$ cat src/rtl/rf_wb_arbiter_pkg.sv
// Shared core types for the register-file write-back path.
// The package is named core_pkg because other core blocks share it.
package core_pkg;
   localparam int XLEN       = 32;
   localparam int NUM_REGS   = 32;
   localparam int REG_ADDR_W = 5;

   typedef struct packed {
      logic [REG_ADDR_W-1:0] rd;
      logic [XLEN-1:0]       data;
   } wb_req_t;
endpackage

$ cat src/rtl/rf_wb_arbiter_if.sv
// Write-back arbiter handshake bundle: ALU results, load issue/response, register-file write port.
// The slave modport is the arbiter side; the master modport is the pipeline/memory side.
interface rf_wb_arbiter_if #(
   parameter int XLEN     = core_pkg::XLEN,
   parameter int LD_DEPTH = 4
);
   localparam int CNT_W = $clog2(LD_DEPTH + 1);

   logic                            alu_valid_i;
   logic                            alu_ready_o;
   logic [core_pkg::REG_ADDR_W-1:0] alu_rd_i;
   logic [XLEN-1:0]                 alu_data_i;
   logic                            ld_issue_i;
   logic [core_pkg::REG_ADDR_W-1:0] ld_issue_rd_i;
   logic                            ld_issue_ready_o;
   logic                            ld_valid_i;
   logic [core_pkg::REG_ADDR_W-1:0] ld_rd_i;
   logic [XLEN-1:0]                 ld_data_i;
   logic                            rf_wen_o;
   logic [core_pkg::REG_ADDR_W-1:0] rf_waddr_o;
   logic [XLEN-1:0]                 rf_wdata_o;
   logic [core_pkg::NUM_REGS-1:0]   busy_o;
   logic [CNT_W-1:0]                ld_cnt_o;

   modport slave (
      input  alu_valid_i, alu_rd_i, alu_data_i,
      input  ld_issue_i, ld_issue_rd_i, ld_valid_i, ld_rd_i, ld_data_i,
      output alu_ready_o, ld_issue_ready_o,
      output rf_wen_o, rf_waddr_o, rf_wdata_o, busy_o, ld_cnt_o
   );

   modport master (
      output alu_valid_i, alu_rd_i, alu_data_i,
      output ld_issue_i, ld_issue_rd_i, ld_valid_i, ld_rd_i, ld_data_i,
      input  alu_ready_o, ld_issue_ready_o,
      input  rf_wen_o, rf_waddr_o, rf_wdata_o, busy_o, ld_cnt_o
   );
endinterface

$ cat src/rtl/rf_wb_arbiter_ld_resp_fifo.sv
// Synchronous FIFO holding load responses that lost write-port arbitration.
// Pointers wrap naturally; an occupancy counter separates full from empty.
module ld_resp_fifo
   import core_pkg::*;
#(
   parameter int DEPTH = 4
) (
   input  logic                         clk_i,
   input  logic                         rst_ni,
   input  logic                         push_i,
   input  wb_req_t                      push_data_i,
   input  logic                         pop_i,
   output wb_req_t                      head_o,
   output logic                         empty_o,
   output logic                         full_o,
   output logic [$clog2(DEPTH+1)-1:0]   count_o
);
   localparam int PTR_W = $clog2(DEPTH);
   localparam int CNT_W = $clog2(DEPTH + 1);
   localparam logic [CNT_W-1:0] FULL_CNT = CNT_W'(DEPTH);

   wb_req_t          mem_q [DEPTH];
   logic [PTR_W-1:0] wr_ptr_q, rd_ptr_q;
   logic [CNT_W-1:0] count_q, count_d;
   logic             do_push, do_pop;

   // A push into a full FIFO is only taken when the head leaves in the same cycle.
   assign do_pop  = pop_i && (count_q != '0);
   assign do_push = push_i && ((count_q != FULL_CNT) || do_pop);

   always_comb begin
      count_d = count_q;
      case ({do_push, do_pop})
         2'b10:   count_d = count_q + 1'b1;
         2'b01:   count_d = count_q - 1'b1;
         default: count_d = count_q;
      endcase
   end

   always_ff @(posedge clk_i or negedge rst_ni) begin
      if (!rst_ni) begin
         wr_ptr_q <= '0;
         rd_ptr_q <= '0;
         count_q  <= '0;
      end else begin
         if (do_push) wr_ptr_q <= wr_ptr_q + 1'b1;
         if (do_pop)  rd_ptr_q <= rd_ptr_q + 1'b1;
         count_q <= count_d;
      end
   end

   always_ff @(posedge clk_i) begin
      if (do_push) mem_q[wr_ptr_q] <= push_data_i;
   end

   assign head_o  = mem_q[rd_ptr_q];
   assign empty_o = (count_q == '0);
   assign full_o  = (count_q == FULL_CNT);
   assign count_o = count_q;
endmodule

$ cat src/rtl/rf_wb_arbiter.sv
// Owner of the register file's single write port: merges buffered/bypassed load
// responses with back-pressurable ALU results and tracks outstanding loads per register.
module rf_wb_arbiter
   import core_pkg::*;
#(
   parameter int LD_DEPTH = 4,
   parameter int XLEN     = core_pkg::XLEN
) (
   input  logic            clk_i,
   input  logic            rst_ni,
   rf_wb_arbiter_if.slave  wb
);
   localparam int CNT_W = $clog2(LD_DEPTH + 1);
   localparam logic [CNT_W-1:0] MAX_CNT = CNT_W'(LD_DEPTH);

   logic                  fifo_empty, fifo_full, fifo_push, fifo_pop;
   logic [CNT_W-1:0]      fifo_count;
   wb_req_t               fifo_head, ld_req;

   logic [CNT_W-1:0]      ld_cnt_q, ld_cnt_d;
   logic [NUM_REGS-1:0]   busy_q, busy_d;
   logic                  wen_q, wen_d;
   logic [REG_ADDR_W-1:0] waddr_q, waddr_d;
   logic [XLEN-1:0]       wdata_q, wdata_d;

   logic                  issue_acc, alu_hold, alu_rdy;
   logic                  win_valid, win_is_ld;
   wb_req_t               win;
   logic                  unused_fifo_status;

   assign ld_req = '{rd: wb.ld_rd_i, data: wb.ld_data_i};

   ld_resp_fifo #(.DEPTH(LD_DEPTH)) u_ld_fifo (
      .clk_i       (clk_i),
      .rst_ni      (rst_ni),
      .push_i      (fifo_push),
      .push_data_i (ld_req),
      .pop_i       (fifo_pop),
      .head_o      (fifo_head),
      .empty_o     (fifo_empty),
      .full_o      (fifo_full),
      .count_o     (fifo_count)
   );

   // The outstanding-load limit already bounds FIFO occupancy, so its status is not consulted.
   assign unused_fifo_status = ^{fifo_full, fifo_count};

   always_comb begin
      issue_acc = wb.ld_issue_i && (ld_cnt_q < MAX_CNT);
      alu_hold  = (wb.alu_rd_i != '0) && busy_q[wb.alu_rd_i];
      alu_rdy   = rst_ni && fifo_empty && !wb.ld_valid_i && !alu_hold;

      // Fixed priority: FIFO head, then bypassed response, then ALU.
      win_valid = 1'b0;
      win_is_ld = 1'b0;
      win       = '{rd: '0, data: '0};
      if (!fifo_empty) begin
         win_valid = 1'b1;
         win_is_ld = 1'b1;
         win       = fifo_head;
      end else if (wb.ld_valid_i) begin
         win_valid = 1'b1;
         win_is_ld = 1'b1;
         win       = ld_req;
      end else if (wb.alu_valid_i && alu_rdy) begin
         win_valid = 1'b1;
         win       = '{rd: wb.alu_rd_i, data: wb.alu_data_i};
      end

      fifo_pop  = !fifo_empty;
      fifo_push = wb.ld_valid_i && !fifo_empty;

      // Clear first so that a same-cycle set on the same register wins.
      busy_d = busy_q;
      if (win_is_ld && (win.rd != '0)) busy_d[win.rd] = 1'b0;
      if (issue_acc && (wb.ld_issue_rd_i != '0)) busy_d[wb.ld_issue_rd_i] = 1'b1;

      ld_cnt_d = ld_cnt_q;
      case ({issue_acc, win_is_ld})
         2'b10:   ld_cnt_d = ld_cnt_q + 1'b1;
         2'b01:   ld_cnt_d = ld_cnt_q - 1'b1;
         default: ld_cnt_d = ld_cnt_q;
      endcase

      wen_d   = win_valid && (win.rd != '0);
      waddr_d = win_valid ? win.rd   : waddr_q;
      wdata_d = win_valid ? win.data : wdata_q;
   end

   always_ff @(posedge clk_i or negedge rst_ni) begin
      if (!rst_ni) begin
         ld_cnt_q <= '0;
         busy_q   <= '0;
         wen_q    <= 1'b0;
         waddr_q  <= '0;
         wdata_q  <= '0;
      end else begin
         ld_cnt_q <= ld_cnt_d;
         busy_q   <= busy_d;
         wen_q    <= wen_d;
         waddr_q  <= waddr_d;
         wdata_q  <= wdata_d;
      end
   end

   assign wb.alu_ready_o      = alu_rdy;
   assign wb.ld_issue_ready_o = (ld_cnt_q < MAX_CNT);
   assign wb.rf_wen_o         = wen_q;
   assign wb.rf_waddr_o       = waddr_q;
   assign wb.rf_wdata_o       = wdata_q;
   assign wb.busy_o           = busy_q;
   assign wb.ld_cnt_o         = ld_cnt_q;
endmodule
$ cat src/flat_wrapper.sv
// flat-port wrapper written by rule: the top's interface ports become plain ports
module rf_wb_arbiter_flat import core_pkg::*;
#(
   parameter int LD_DEPTH = 4,
   parameter int XLEN     = core_pkg::XLEN
)
  (clk_i, rst_ni, wb_alu_valid_i, wb_alu_rd_i, wb_alu_data_i, wb_ld_issue_i, wb_ld_issue_rd_i, wb_ld_valid_i, wb_ld_rd_i, wb_ld_data_i, wb_alu_ready_o, wb_ld_issue_ready_o, wb_rf_wen_o, wb_rf_waddr_o, wb_rf_wdata_o, wb_busy_o, wb_ld_cnt_o);
  rf_wb_arbiter_if #(.XLEN(XLEN), .LD_DEPTH(LD_DEPTH)) wb_i ();
  input  logic clk_i;
  input  logic rst_ni;
  input wire logic [$bits(wb_i.alu_valid_i)-1:0] wb_alu_valid_i;
  input wire logic [$bits(wb_i.alu_rd_i)-1:0] wb_alu_rd_i;
  input wire logic [$bits(wb_i.alu_data_i)-1:0] wb_alu_data_i;
  input wire logic [$bits(wb_i.ld_issue_i)-1:0] wb_ld_issue_i;
  input wire logic [$bits(wb_i.ld_issue_rd_i)-1:0] wb_ld_issue_rd_i;
  input wire logic [$bits(wb_i.ld_valid_i)-1:0] wb_ld_valid_i;
  input wire logic [$bits(wb_i.ld_rd_i)-1:0] wb_ld_rd_i;
  input wire logic [$bits(wb_i.ld_data_i)-1:0] wb_ld_data_i;
  output wire logic [$bits(wb_i.alu_ready_o)-1:0] wb_alu_ready_o;
  output wire logic [$bits(wb_i.ld_issue_ready_o)-1:0] wb_ld_issue_ready_o;
  output wire logic [$bits(wb_i.rf_wen_o)-1:0] wb_rf_wen_o;
  output wire logic [$bits(wb_i.rf_waddr_o)-1:0] wb_rf_waddr_o;
  output wire logic [$bits(wb_i.rf_wdata_o)-1:0] wb_rf_wdata_o;
  output wire logic [$bits(wb_i.busy_o)-1:0] wb_busy_o;
  output wire logic [$bits(wb_i.ld_cnt_o)-1:0] wb_ld_cnt_o;
  assign wb_i.alu_valid_i = wb_alu_valid_i;
  assign wb_i.alu_rd_i = wb_alu_rd_i;
  assign wb_i.alu_data_i = wb_alu_data_i;
  assign wb_i.ld_issue_i = wb_ld_issue_i;
  assign wb_i.ld_issue_rd_i = wb_ld_issue_rd_i;
  assign wb_i.ld_valid_i = wb_ld_valid_i;
  assign wb_i.ld_rd_i = wb_ld_rd_i;
  assign wb_i.ld_data_i = wb_ld_data_i;
  assign wb_alu_ready_o = wb_i.alu_ready_o;
  assign wb_ld_issue_ready_o = wb_i.ld_issue_ready_o;
  assign wb_rf_wen_o = wb_i.rf_wen_o;
  assign wb_rf_waddr_o = wb_i.rf_waddr_o;
  assign wb_rf_wdata_o = wb_i.rf_wdata_o;
  assign wb_busy_o = wb_i.busy_o;
  assign wb_ld_cnt_o = wb_i.ld_cnt_o;
  rf_wb_arbiter #(.LD_DEPTH(LD_DEPTH), .XLEN(XLEN)) u_core (.clk_i(clk_i), .rst_ni(rst_ni), .wb(wb_i));
endmodule
$ cat config.mk
export PLATFORM = sky130hd
export DESIGN_NAME = rf_wb_arbiter_flat
export DESIGN_NICKNAME = d
export VERILOG_FILES = /design/src/rtl/rf_wb_arbiter_pkg.sv /design/src/rtl/rf_wb_arbiter_if.sv /design/src/rtl/rf_wb_arbiter_ld_resp_fifo.sv /design/src/rtl/rf_wb_arbiter.sv /design/src/flat_wrapper.sv
export SDC_FILE = /design/constraint.sdc
export NUM_CORES = 1
export LEC_CHECK = 0
export ABC_AREA = 1
export CORE_AREA = 3 3 201 144
export CTS_CLUSTER_DIAMETER = 200
export DETAILED_ROUTE_END_ITERATION = 16
export DIE_AREA = 0 0 204 147
export SLEW_MARGIN = 5
export SYNTH_ARGS = -nofsm -noshare
export SYNTH_HDL_FRONTEND = slang
export SYNTH_SLANG_ARGS = --single-unit
export TNS_END_PERCENT = 30
$ cat constraint.sdc
create_clock -name clk_i -period 8.2 [get_ports clk_i]
set_input_delay 1.64 -clock clk_i [delete_from_list [all_inputs] [get_ports clk_i]]
set_output_delay 1.64 -clock clk_i [all_outputs]
set_load 0.02 [all_outputs]
Word-level counts from Yosys, hierarchy flattened
Memories as Yosys holds them, arrays and structs flattened.
Cells that the tools add are included.
{ "totals": {"word_cells": 74, "output_inout_bits": 75, "ram_bits": 148, "ff_bits": 80, "latchBits": 0, "rom_bits": 0, "mem_count": 1, "in_bits": 84} }
{ "classes": {"magnitude_cmp": 6, "mux": 20, "shift": 0, "n_bitwise": 3, "multipliers": 0, "n_reduce_logical": 25, "add_sub_neg": 6, "n_div": 0, "eq_ne": 5} }
{ "mem_list": {"columns": ["name", "depth", "word_bits", "rd", "rd_clocked_by_memory_dff", "wr", "line_no", "text"], "rows": [
  ["u_core.u_ld_fifo.mem_q", 4, 37, 1, 0, 1, "rf_wb_arbiter_ld_resp_fifo.sv:22", "wb_req_t mem_q [DEPTH];"]
]} }
{ "ops": {"columns": ["cell", "count"], "rows": [
  ["2-to-1 mux 37 bit", 3],
  ["2-to-1 mux 32 bit", 2],
  ["bitwise AND 32 bit", 1],
  ["NOT 32 bit", 1],
  ["OR 32 bit", 1],
  ["less-than comparator 5 x 6 -> 1 bit (second input constant)", 3],
  ["nonzero test 5 bit", 3],
  ["logical AND 1 bit", 14],
  ["one-hot mux 3 bit (2 select lines)", 2],
  ["demux 1 bit (select 5 bit)", 2],
  [">= comparator 5 x 1 -> 1 bit (second input constant)", 2],
  ["2-to-1 mux 1 bit", 10],
  ["adder 3 x 1 -> 3 bit (second input constant)", 2],
  ["subtractor 3 x 1 -> 3 bit (second input constant)", 2],
  ["binary-select mux 1 bit (select 5 bit)", 1],
  ["adder 2 x 1 -> 2 bit (second input constant)", 2],
  ["equality test 2 x 1 -> 1 bit (second input constant)", 2],
  ["equality test 2 bit (second input constant)", 2],
  ["nonzero test 2 bit", 2],
  ["zero test 1 bit", 3],
  ["zero test 3 bit", 1],
  ["less-than comparator 3 bit (second input constant)", 1],
  ["inequality test 3 bit (second input constant)", 1],
  ["nonzero test 3 bit", 1],
  ["logical OR 1 bit", 1]
]} }

Depth between registers and ports, before layout
{ "depth": {"word_depth": 18, "mapped_depth": 19, "mapped_depth_nobuf": 18} }

Cells and area by module
Synthesis repeated with hierarchy kept, for this count alone.
{ "hier_totals": {"cells_unflattened": 1040, "area_unflattened_um2": 10431.3} }
{ "modules_own_cells": {"columns": ["module", "instances", "area_per_inst_um2", "cells_each"], "rows": [
  ["ld_resp_fifo", 1, 5948.2, 414],
  ["rf_wb_arbiter", 1, 4483.0, 626]
]} }

Worst setup path before layout
OpenSTA, ideal clock, no wires.
{ "synth_path": {"kind": "input port to flip-flop", "start": "input port wb_ld_valid_i", "end": "memory u_core.u_ld_fifo.mem_q[0][0] (netlist name), enable pin", "t_arrival_ns": 3.976, "stages": 4, "slack_ns": 3.793, "setup_time_ns": 0.431, "path_cell_list": "clkbuf_1 clkbuf_1 nand2_1 nor2_1"} }
{ "synth_between": {"elab_chain_cells": 4} }
{ "synth_lines": {"columns": ["item", "line_no", "text"], "rows": [
  ["start: declaration", "flat_wrapper.sv:16", "input wire logic [$bits(wb_i.ld_valid_i)-1:0] wb_ld_valid_i;"],
  ["logical AND 1 bit", "rf_wb_arbiter.sv:71", "fifo_push = wb.ld_valid_i && !fifo_empty;"],
  ["logical AND 1 bit", "rf_wb_arbiter_ld_resp_fifo.sv:29", "assign do_push = push_i && ((count_q != FULL_CNT) || do_pop);"],
  ["2-to-1 mux 1 bit", "rf_wb_arbiter_ld_resp_fifo.sv:53", "if (do_push) mem_q[wr_ptr_q] <= push_data_i;"],
  ["2-to-1 mux 1 bit (implied by the code)", "rf_wb_arbiter_ld_resp_fifo.sv:53", null],
  ["end: declaration", "rf_wb_arbiter_ld_resp_fifo.sv:22", null]
]} }
Every way passes these cells.

Worst setup path in the final report
{ "layout_path": {"start": "input port wb_alu_rd_i[0]", "end": "output port wb_alu_ready_o"} }
{ "layout_between": {"elab_chain_cells": 5, "elab_cells_between_ends": 6, "classes_between": "mux (2); reduce/logical (4)"} }
{ "layout_lines": {"columns": ["item", "line_no", "text"], "rows": [
  ["start: declaration", "flat_wrapper.sv:12", "input wire logic [$bits(wb_i.alu_rd_i)-1:0] wb_alu_rd_i;"],
  ["binary-select mux 1 bit (select 5 bit)", "rf_wb_arbiter.sv:50", "alu_hold = (wb.alu_rd_i != '0) && busy_q[wb.alu_rd_i];"],
  ["2-to-1 mux 1 bit (implied by the code)", "rf_wb_arbiter.sv:50", null],
  ["logical AND 1 bit (*)", "rf_wb_arbiter.sv:50", null],
  ["zero test 1 bit (*)", "rf_wb_arbiter.sv:51", "alu_rdy = rst_ni && fifo_empty && !wb.ld_valid_i && !alu_hold;"],
  ["logical AND 1 bit (*)", "rf_wb_arbiter.sv:51", null],
  ["end: declaration", "flat_wrapper.sv:19", "output wire logic [$bits(wb_i.alu_ready_o)-1:0] wb_alu_ready_o;"]
]} }
Every way passes the cells marked *; elsewhere a longest branch is shown, timed or not. The select of a mux whose other input is x is not followed.

==> results.toml <==
[critical_path]
cp_cell_sequence = "clkdlybuf4s50_1, inv_4, nand2_1, nand2_1, nand2_1, nand3_1, nand3_1, nand2_2, a21oi_4, and2_4, clkdlybuf4s50_1"
crit_path_end_kind = "output pin"
cp_common_cell = "nand2_1"
startpoint_type = "input pin"
critical_path_required_ns = 6.56
crit_fanout = 18
r2r_setup_slack_ns = 5.25
cpPeakStageDelay_ns = 0.92
cp_slowest_cell = "clkdlybuf4s50_1"
crit_type = "in2out"
worstReg2RegStart = "u_core.u_ld_fifo.count_o[1]"
r2r_cells = 5
reg2reg_to = "u_core.u_ld_fifo.mem_q[3][14]"
worstPathArrival_ns = 4.22

[floorplan]
die_h_um = 147
dieArea_mm2 = 0.0300
rows = 50
io_pins = 159
start_util = 0.374
core_area_mm2 = 0.0268
die_w_um = 204

[power]
peakVddDrop_mv = 0.247
power_leakage_nw = 4.93
power_density_mw_per_mm2 = 384

[synth]
yosysTopAreaCellShare = 0.442
synth-async-reset-ratio = 0.351
syn-num-nets = 1103
synth_ff_type = "edfxtp_1"
netlist_instances = 1012
ys_top_cells_by_area = "edfxtp_1 (44%), dfrtp_1 (20%), nand2_1 (12%), nor2_1 (4.4%), o21ai_0 (4.0%)"
synth.avg_cell_area_um2 = 9.93
synth_edf_count = 148
syn-cell-area_mm2 = 0.0100
yosysTopAreaCell = "edfxtp_1"
ys_seq_area_frac = 0.641
synth_seq_cells = 228
ys.warnings.count = 0
synth_cell_type_count = 36

[timing]
fin_ws_ns = 2.34
setup_viol = 0
fin_worst_skew_ns = 0.0161
finalHoldViolCount = 0
rsz0062_at_grt = "false"
tns_ns = 0
period_needed_ns = 5.86
relSlewSlack = 0.457
fin_crit_sh = 0.715
maxSlewViolCount = 0
fmax_mhz = 171
worstMarginPinSlew_ns = 0.815

[min_path]
min_to = "u_core.wb.busy_o[0]"
min_from = "u_core.wb.busy_o[0]"
min_path_type = "reg2reg"
hold_depth = 0

[placed_design]
gp_congestion = 0.851
dp_hpwl_um = 18100
numPortBuffers = 158
dp_slack_ns = 2.37
placed_cells = 1500

[route]
postRouteAntennaNets = 0
dr.pass1.iters = 5
drt_wl_total_um = 28100
drt_iter0_markers = 626
via_count = 7714
wl_per_cell_um = 18.2
drc = 0
viasPerCell = 5.00

[clock_network]
clock_path_buffers = 3
post-cts-setup-buffers = 0
numCtsBuffers = 23
hold_buffers = 0
clk_latency_ns = 0.51
ctsRootBufferMaster = "clkbuf_16"
clkSinkCount = 228
cts_resized = 0
cts_max_level = 1
cts_tree = "yes"
clk_pin_slew_ns = 0.07

[finish]
antenna_cells_inserted = 0
drive_above_1_share = 0.0671
syn_to_final_growth_pct = 26.8
fill_cells = 2511
final_util = 0.475
instances_no_fill = 1542
design.final.nets = 1252

[global_route]
antenna_found_initial = 1
grt.total_usage = 0.185
grt_overflow = 0
grt_pass1_vias = 7438
grt_pass1_wl_um = 43800
grt_max_degree = 76

[run_status]
status = "finished, final reports clean"

[job]
drv_cap = 0
synthesized netlist by cell type (11+ instances only):
master / number
nand2_1: 313
edfxtp_1: 148
nor2_1: 119
o21ai_0: 81
dfrtp_1: 80
inv_1: 48
clkbuf_1: 34
o22ai_1: 33
o21ai_1: 31
a21oi_1: 30
nand3_1: 21
a31oi_1: 11
flip-flops by register name (all words and copies together), names as in the netlist:
| signal | count |
|---|---|
| u_core.wb.rf_wdata_o | 32 |
| u_core.u_ld_fifo.mem_q | 148 |
| u_core.wb.ld_cnt_o | 3 |
| u_core.u_ld_fifo.rd_ptr_q | 2 |
| u_core.u_ld_fifo.count_o | 3 |
| u_core.wb.rf_wen_o | 1 |
| u_core.u_ld_fifo.wr_ptr_q | 2 |
| u_core.wb.busy_o | 32 |
| u_core.wb.rf_waddr_o | 5 |
through the flow:
step | hold WS [ns] | total power, mW | instance area [µm²]
2_1_floorplan | 0.534 | 2.99 | 10000
3_3_place_gp | 0.436 | 3.83 | 12000
3_5_place_dp | 0.423 | 3.85 | 12000
4_1_cts | 0.441 | 4.94 | 12700
5_1_grt | 0.451 | 5.23 | 12700
6_report | 0.441 | 4.89 | 12700
worst max-delay path, delay by kind of cell:
kind            cells  cell delay [ns]
buf+inv             3             1.72
simple gates        7             0.67
compound gates      1             0.17
routing by layer:
metal  global-route usage  share of wire  vias to the layer above
met4               0.0364          0.018                        2
met2                0.262           0.42                      257
met1                0.293           0.49                     3698
met5                    0        0.00032                        -
met3               0.0357          0.070                       38
li1                     -              -                     3719
layout by cell type (no fill, tap or decap), drive strengths merged:
master / Yosys / routed
inv: 53 / 56
bufinv: 0 / 2
a31oi: 11 / 11
o21ai: 112 / 112
o311ai: 1 / 1
nand3: 21 / 21
clkinv: 1 / 7
edfxtp: 148 / 148
nand4: 8 / 8
and2: 1 / 1
nand2: 320 / 320
clkbuf: 34 / 28
clkdlybuf4s50: 0 / 156
fa: 2 / 2
xnor2: 2 / 2
ha: 5 / 5
dfrtp: 80 / 80
nor3: 4 / 4
o22ai: 33 / 33
clkinvlp: 0 / 3
o221ai: 3 / 3
mux2i: 2 / 2
nor2: 122 / 122
xor2: 4 / 4
nor4: 1 / 1
buf: 11 / 13
a21oi: 33 / 33
power by group:
| part | switching, mW | internal, mW | total, mW |
|---|---|---|---|
| clock network | 0.452 | 0.620 | 1.07 |
| logic | 1.33 | 0.734 | 2.06 |
| registers | 0.176 | 1.59 | 1.76 |
cell type report:
cell class / instances / area, µm² / area share
clock buffer: 28 / 636 / 0.0499
clock inverter: 14 / 138 / 0.0108
inverter: 54 / 208 / 0.0163
multi-input combinational: 685 / 3200 / 0.251
sequential: 228 / 6450 / 0.506
tap: 364 / 455 / 0.0357
timing repair buffer: 169 / 1660 / 0.130
cell families (layout without fill, tap and decap cells):
kind of cell / Yosys count / after routing / synth area share
AO/OA/AOI/OAI: 193 / 193 / 0.107
multiplexers: 2 / 2 / 0.00199
buffers and inverters: 99 / 265 / 0.0430
AND/OR/NAND/NOR: 477 / 477 / 0.191
flip-flops: 228 / 228 / 0.641
adder cells (fa/ha/maj): 7 / 7 / 0.0102
XOR/XNOR: 6 / 6 / 0.00523
how the worst max path moves through the flow:
stage                              start  slack (ns)                           end  depth (start not counted)
after floorplan            wb_ld_valid_i        3.79  u_core.u_ld_fifo.mem_q[0][0]                          4
after global placement    wb_alu_rd_i[0]        2.45                wb_alu_ready_o                         11
after detailed placement  wb_alu_rd_i[0]        2.37                wb_alu_ready_o                         11
after CTS                 wb_alu_rd_i[0]        2.36                wb_alu_ready_o                         11
after global routing      wb_alu_rd_i[0]        2.16                wb_alu_ready_o                         10
final                     wb_alu_rd_i[0]        2.34                wb_alu_ready_o                         11
Power figures use the tool's default switching activity.
